## config.mk

```make
export PLATFORM = sky130hd
export DESIGN_NAME = buzzer_tone_sequencer_flat
export DESIGN_NICKNAME = d
export VERILOG_FILES = /design/src/rtl/buzzer_tone_sequencer_if.sv /design/src/rtl/buzzer_tone_sequencer.sv /design/src/flat_wrapper.sv
export SDC_FILE = /design/constraint.sdc
export NUM_CORES = 1
export LEC_CHECK = 0
export CAP_MARGIN = 25
export CORE_ASPECT_RATIO = 0.9
export CORE_MARGIN = 3
export CORE_UTILIZATION = 59
export CTS_BUF_LIST = sky130_fd_sc_hd__clkbuf_16
export CTS_CLUSTER_SIZE = 28
export DETAILED_ROUTE_END_ITERATION = 10
export PLACE_DENSITY = 0.82
export SLEW_MARGIN = 20
export SYNTH_ARGS = -nofsm -noshare
export SYNTH_HDL_FRONTEND = slang
export SYNTH_SLANG_ARGS = --single-unit
export TNS_END_PERCENT = 10
```

## constraint.sdc

```tcl
create_clock -name clk -period 6 [get_ports clk]
set_clock_uncertainty 0.2 [all_clocks]
set_input_delay 1.2 -clock clk [delete_from_list [all_inputs] [get_ports clk]]
set_output_delay 1.2 -clock clk [all_outputs]
set_load 0.01 [all_outputs]
```

## src/rtl/buzzer_tone_sequencer_if.sv

```systemverilog
// buzzer_tone_sequencer_if: Avalon-MM slave port bundle for the tone sequencer.
interface buzzer_tone_sequencer_if;
    logic [1:0]  address;
    logic        chipselect;
    logic        write_n;
    logic [31:0] writedata;
    logic [31:0] readdata;
    modport master (output address, chipselect, write_n, writedata, input readdata);
    modport slave (input address, chipselect, write_n, writedata, output readdata);
endinterface

```

## src/rtl/buzzer_tone_sequencer.sv

```systemverilog
// buzzer_tone_sequencer: FIFO-fed square-wave note player with sticky done/overflow flags.
module buzzer_tone_sequencer #(
    parameter int FIFO_DEPTH = 4,
    parameter int TICK_DIV   = 1000
) (
    input  logic                     clk,
    input  logic                     reset,
    buzzer_tone_sequencer_if.slave   bus,
    output logic                     buzzer,
    output logic                     irq
);
    localparam int AW = $clog2(FIFO_DEPTH);
    localparam int CW = AW + 1;
    localparam int TW = TICK_DIV > 1 ? $clog2(TICK_DIV) : 1;
    typedef enum logic [1:0] {IDLE, LOAD, PLAY} state_t;
    state_t        state_q, state_d;
    logic [31:0]   mem_q [FIFO_DEPTH];
    logic [AW-1:0] wp_q, wp_d, rp_q, rp_d;
    logic [CW-1:0] count_q, count_d;
    logic [TW-1:0] tick_q, tick_d;
    logic [15:0]   dur_q, dur_d, tone_q, tone_d, h_q, h_d, d_q, d_d;
    logic          buzz_q, buzz_d, enable_q, enable_d, irq_en_q, irq_en_d;
    logic          done_q, done_d, ovf_q, ovf_d;
    logic [31:0]   rdata_q, rdata_d;
    logic          we, flush, full, empty, push, push_ok, pop, tick_end, note_end;
    always_comb begin
        we       = bus.chipselect && !bus.write_n;
        flush    = we && bus.address == 2'd1 && bus.writedata[1];
        full     = count_q == CW'(FIFO_DEPTH);
        empty    = count_q == '0;
        push     = we && bus.address == 2'd0 && !flush;
        push_ok  = push && !full;
        tick_end = tick_q == TW'(TICK_DIV - 1);
        note_end = state_q == PLAY && tick_end && dur_q == d_q - 16'd1;
        state_d  = state_q;
        tick_d   = tick_q;
        dur_d    = dur_q;
        tone_d   = tone_q;
        buzz_d   = buzz_q;
        pop      = 1'b0;
        case (state_q)
            IDLE: begin
                pop     = enable_q && !empty;
                state_d = pop ? LOAD : IDLE;
            end
            LOAD: begin
                tick_d  = '0;
                dur_d   = '0;
                tone_d  = '0;
                buzz_d  = 1'b0;
                pop     = d_q == '0 && enable_q && !empty;
                state_d = d_q != '0 ? PLAY : pop ? LOAD : IDLE;
            end
            PLAY: begin
                tick_d = tick_end ? '0 : tick_q + TW'(1);
                dur_d  = tick_end ? dur_q + 16'd1 : dur_q;
                tone_d = h_q == '0 || tone_q == h_q - 16'd1 ? '0 : tone_q + 16'd1;
                buzz_d = h_q != '0 && tone_q == h_q - 16'd1 ? !buzz_q : buzz_q;
                if (note_end) begin
                    buzz_d  = 1'b0;
                    pop     = enable_q && !empty;
                    state_d = pop ? LOAD : IDLE;
                end
            end
            default: state_d = IDLE;
        endcase
        // Flush overrides everything the sequencer decided this cycle.
        if (flush) begin
            state_d = IDLE;
            pop     = 1'b0;
            buzz_d  = 1'b0;
            tick_d  = '0;
            dur_d   = '0;
            tone_d  = '0;
        end
        wp_d     = flush ? '0 : wp_q + AW'(push_ok);
        rp_d     = flush ? '0 : rp_q + AW'(pop);
        count_d  = flush ? '0 : count_q + CW'(push_ok) - CW'(pop);
        {d_d, h_d} = pop ? mem_q[rp_q] : {d_q, h_q};
        enable_d = we && bus.address == 2'd1 ? bus.writedata[0] : enable_q;
        irq_en_d = we && bus.address == 2'd1 ? bus.writedata[2] : irq_en_q;
        done_d   = (done_q || (note_end && empty && !flush)) && !(we && bus.address == 2'd2 && bus.writedata[0]);
        ovf_d    = (ovf_q || (push && full)) && !(we && bus.address == 2'd2 && bus.writedata[1]);
        rdata_d  = bus.address == 2'd0 ? {23'b0, ovf_q, 4'(count_q), 1'b0, empty, full, state_q != IDLE} :
                   bus.address == 2'd1 ? {29'b0, irq_en_q, 1'b0, enable_q} :
                   bus.address == 2'd2 ? {31'b0, done_q} : 32'b0;
    end
    always_ff @(posedge clk or posedge reset) begin
        if (reset) begin
            state_q  <= IDLE;
            wp_q     <= '0;
            rp_q     <= '0;
            count_q  <= '0;
            tick_q   <= '0;
            dur_q    <= '0;
            tone_q   <= '0;
            h_q      <= '0;
            d_q      <= '0;
            buzz_q   <= 1'b0;
            enable_q <= 1'b0;
            irq_en_q <= 1'b0;
            done_q   <= 1'b0;
            ovf_q    <= 1'b0;
            rdata_q  <= '0;
        end else begin
            state_q  <= state_d;
            wp_q     <= wp_d;
            rp_q     <= rp_d;
            count_q  <= count_d;
            tick_q   <= tick_d;
            dur_q    <= dur_d;
            tone_q   <= tone_d;
            h_q      <= h_d;
            d_q      <= d_d;
            buzz_q   <= buzz_d;
            enable_q <= enable_d;
            irq_en_q <= irq_en_d;
            done_q   <= done_d;
            ovf_q    <= ovf_d;
            rdata_q  <= rdata_d;
        end
    end
    always_ff @(posedge clk) begin
        if (push_ok) mem_q[wp_q] <= bus.writedata;
    end
    assign bus.readdata = rdata_q;
    assign buzzer       = buzz_q;
    assign irq          = done_q && irq_en_q;
endmodule
```

## src/flat_wrapper.sv

```systemverilog
// flat-port wrapper written by rule: the top's interface ports become plain ports
module buzzer_tone_sequencer_flat 
#(
    parameter int FIFO_DEPTH = 4,
    parameter int TICK_DIV   = 1000
)
  (clk, reset, buzzer, irq, bus_address, bus_chipselect, bus_write_n, bus_writedata, bus_readdata);
  buzzer_tone_sequencer_if bus_i ();
  input  logic clk;
  input  logic reset;
  output logic buzzer;
  output logic irq;
  input wire logic [$bits(bus_i.address)-1:0] bus_address;
  input wire logic [$bits(bus_i.chipselect)-1:0] bus_chipselect;
  input wire logic [$bits(bus_i.write_n)-1:0] bus_write_n;
  input wire logic [$bits(bus_i.writedata)-1:0] bus_writedata;
  output wire logic [$bits(bus_i.readdata)-1:0] bus_readdata;
  assign bus_i.address = bus_address;
  assign bus_i.chipselect = bus_chipselect;
  assign bus_i.write_n = bus_write_n;
  assign bus_i.writedata = bus_writedata;
  assign bus_readdata = bus_i.readdata;
  buzzer_tone_sequencer #(.FIFO_DEPTH(FIFO_DEPTH), .TICK_DIV(TICK_DIV)) u_core (.clk(clk), .reset(reset), .bus(bus_i), .buzzer(buzzer), .irq(irq));
endmodule
```

==> results.txt <==
cell area after synthesis - 10500 µm²
htree depth - 1
synth unique cells - 60
worst setup path category - register to register
post-synthesis simple-gate area fraction - 12.4%
first-pass GRT wire length - 35.7 mm
final setup vio count - 0
Routability Congestion - 0.896
dpl ws - 1.12 ns
Worst-Margin Slew - 0.933 ns
core area - 17200 µm²
drt total wl - 21.6 mm
largest net degree at the start of global routing - 52
vias in the first global route - 6705
Setup WS post-layout - 1.48 ns
1st-pass router iterations - 5
largest family of logic cells by synthesized area - simple AND/OR/NAND/NOR gates
RSZ-0062 raised after global routing - no
Hold Vio Cnt, Final - 0
fin. max-slew vios - 0
minimum clock period - 4.52 ns
compound-cell area share of the yosys netlist - 5.87%
initial drt markers - 695
Highest Clock Rate - 221 MHz
grt peak-use layer - met2
worst-case clock buffer depth - 3
fillers - 1140
EDFF count, synth - 128
xor/xnor share of the synthesized area - 5.18%
CTS Buf Count - 23
clock-pin slew on the worst setup and hold paths - 0.06 ns
sequential fraction of the synthesis area - 59.3%
Root Driver - clkbuf_16
Data required, critical path - 6.17 ns
post-DP HPWL - 14.1 mm
CP Max Fanout - 8
hold path depth - 1
Post-Layout Inst Area - 11800 µm²
Placement Cell Area - 11100 µm²
critical path capture point type - register
met3 Use GR - 3.22%
Synth Instances - 794
die height - 132 µm
Worst VDD drop - 0.288 mV
Initial Utilization - 61.1%
chip width - 147 µm
overflow left after global routing - 0
GRT Overall Usage - 22.7%
Leakage Power - 4.35 nW
Top FF cell, synth - edfxtp_1
Post-CTS Repair Setup Buffers - 0
setup_tns - 0 ns
post-synthesis adder-cell area fraction - 1.74%
per-cell routed wire length - 19.8 µm
PwrDens - 412 nW/µm²
I/O pins - 72
via count - 6711
Ys Warns - 0
ant diodes - 0
CTS tree - yes
cts repair resizes - 0
antenna-violating nets left - 0
hold buffers post-CTS - 0
worst relative slew slack - 37.2%
Max-cap violations - 0
met1 Use GR - 31.8%
clock sink total - 223
GR Util met2 - 37.7%
num rows - 45
P&R area growth vs syn - 12.5%
Post-route DRC - 0
flops & latches, synth - 223
outcome - finished, final reports clean
most common cell after layout, fill and taps aside - edfxtp_1
Hold Path Class - register to register
R2R cell count - 17
average via count per standard cell - 6.15
synthesized area per cell - 13.2 µm²
multiplexer share of the synthesized area - 11.4%
most frequent cells in the layout - edfxtp_1, dfrtp_1, nor2_1, clkdlybuf4s50_1, nand2_1
die area - 19400 µm²
Tcrit/Tclk final - 75.3%
initial antenna violation count - 0
Skew-Pair Late Insertion Delay - 0.51 ns
Buffers on Ports - 46
share of layout cells above drive strength 1 - 10.9%
async set or reset register ratio after synthesis - 42.6%
post-layout net count - 891
CP Data Arrival Time - 4.69 ns
crit path launch type - register
## through the flow
step	utilization (%)	total power [mW]	hold WS, ns	instances
after floorplan	-	3.18	0.261	818
after global placement	64.5	3.45	0.293	1047
after detailed placement	64.5	3.55	0.306	1047
after CTS	68.5	4.87	0.315	1089
after global routing	68.7	5.12	0.338	1091
final	68.7	4.85	0.311	1091
## cell usage after synthesis, types with 2 or more instances
| library cell | count | area share [%] |
|---|---|---|
| edfxtp_1 | 128 | 37 |
| dfrtp_1 | 95 | 23 |
| nor2_1 | 62 | 2.2 |
| nand2_1 | 44 | 1.6 |
| xnor2_1 | 38 | 3.2 |
| mux2_1 | 32 | 3.4 |
| mux4_2 | 32 | 6.9 |
| buf_4 | 29 | 2.1 |
| clkbuf_1 | 29 | 1.0 |
| a31oi_1 | 24 | 1.4 |
| xor2_1 | 24 | 2.0 |
| inv_1 | 22 | 0.79 |
| nand3_1 | 20 | 0.95 |
| a21oi_1 | 18 | 0.86 |
| and3_1 | 16 | 0.95 |
| nor3_1 | 16 | 0.76 |
| o21ai_0 | 15 | 0.72 |
| nand4_1 | 14 | 0.84 |
| ha_1 | 13 | 1.6 |
| and2_1 | 11 | 0.66 |
| nor4_1 | 10 | 0.60 |
| a41oi_1 | 9 | 0.75 |
| nand4b_1 | 9 | 0.75 |
| mux2i_1 | 7 | 0.67 |
| nand2b_1 | 7 | 0.42 |
| or3_1 | 7 | 0.42 |
| nand3b_1 | 6 | 0.43 |
| mux2_2 | 4 | 0.43 |
| o22ai_1 | 4 | 0.24 |
| a211oi_1 | 3 | 0.21 |
| and4_1 | 3 | 0.25 |
| nor3b_1 | 3 | 0.21 |
| nor4b_1 | 3 | 0.25 |
| or4_1 | 3 | 0.21 |
| a2111oi_0 | 2 | 0.17 |
| a211o_1 | 2 | 0.17 |
| a21boi_0 | 2 | 0.14 |
| a22oi_1 | 2 | 0.14 |
| buf_2 | 2 | 0.095 |
| nor2b_1 | 2 | 0.12 |
| nor3_2 | 2 | 0.19 |
| o211ai_1 | 2 | 0.14 |
## critical path: stages (launching register included)
cell     delay, ns
dfrtp_1       0.42
inv_1         0.07
ha_1          0.27
nor4b_2       0.44
buf_2         0.30
and4_1        0.25
nor4b_1       0.26
o22ai_1       0.13
or4_4         0.61
a21oi_4       0.18
ha_1          0.24
inv_1         0.07
ha_1          0.13
inv_1         0.05
fa_1          0.37
xor2_1        0.19
xnor2_1       0.16
nor2_1        0.06
## layout make-up
class	count	area, µm²	share of cell area [%]
inverters	22	83.8	0.711
well taps	235	294	2.49
multi-input cells	513	3950	33.5
clock inverters	19	116	0.987
repair buffers	56	546	4.63
flip-flops and latches	223	6220	52.8
clock buffers	23	576	4.88
## layer usage
layer / vias up / part of all wire (%)
met5: - / 0
met4: 0 / 2.3
met3: 40 / 5.5
met2: 252 / 49
met1: 3398 / 43
li1: 3021 / -
## flip-flops by register name (all words and copies together), names as in the netlist
register             count
u_core.tick_q           10
u_core.wp_q              2
u_core.buzzer            1
u_core.bus.readdata      7
u_core.dur_q            16
u_core.enable_q          1
u_core.ovf_q             1
u_core.done_q            1
u_core.tone_q           16
u_core.d_q              16
u_core.rp_q              2
u_core.state_q           2
u_core.count_q           3
u_core.h_q              16
u_core.irq_en_q          1
u_core.mem_q           128
## final timing paths
kind,slack [ns],startpoint,end
worst max-delay path,1.48,u_core.d_q[0]$_DFFE_PP0P_,u_core.count_q[2]$_DFF_PP0_
worst min-delay path,0.31,u_core.d_q[1]$_DFFE_PP0P_,u_core.d_q[1]$_DFFE_PP0P_
worst max register to register,1.48,u_core.d_q[0]$_DFFE_PP0P_,u_core.count_q[2]$_DFF_PP0_
worst min register to register,0.31,u_core.d_q[1]$_DFFE_PP0P_,u_core.d_q[1]$_DFFE_PP0P_
max in group asynchronous,3.87,reset,u_core.rp_q[1]$_DFF_PP0_
min in group asynchronous,0.78,reset,u_core.d_q[7]$_DFFE_PP0P_
## cell families after synthesis
| group | count (synthesis) |
|---|---|
| other | 1 |
| flip-flops | 223 |
| AND/OR/NAND/NOR | 244 |
| adder cells (fa/ha/maj) | 14 |
| AO/OA/AOI/OAI | 93 |
| XOR/XNOR | 62 |
| buffers and inverters | 82 |
| multiplexers | 75 |
## power by group
group / internal, mW / switching, mW
Sequential: 1.81 / 0.284
Combinational: 0.662 / 0.783
Clock: 0.741 / 0.571
No activity file was read; power rests on OpenSTA's default activity.
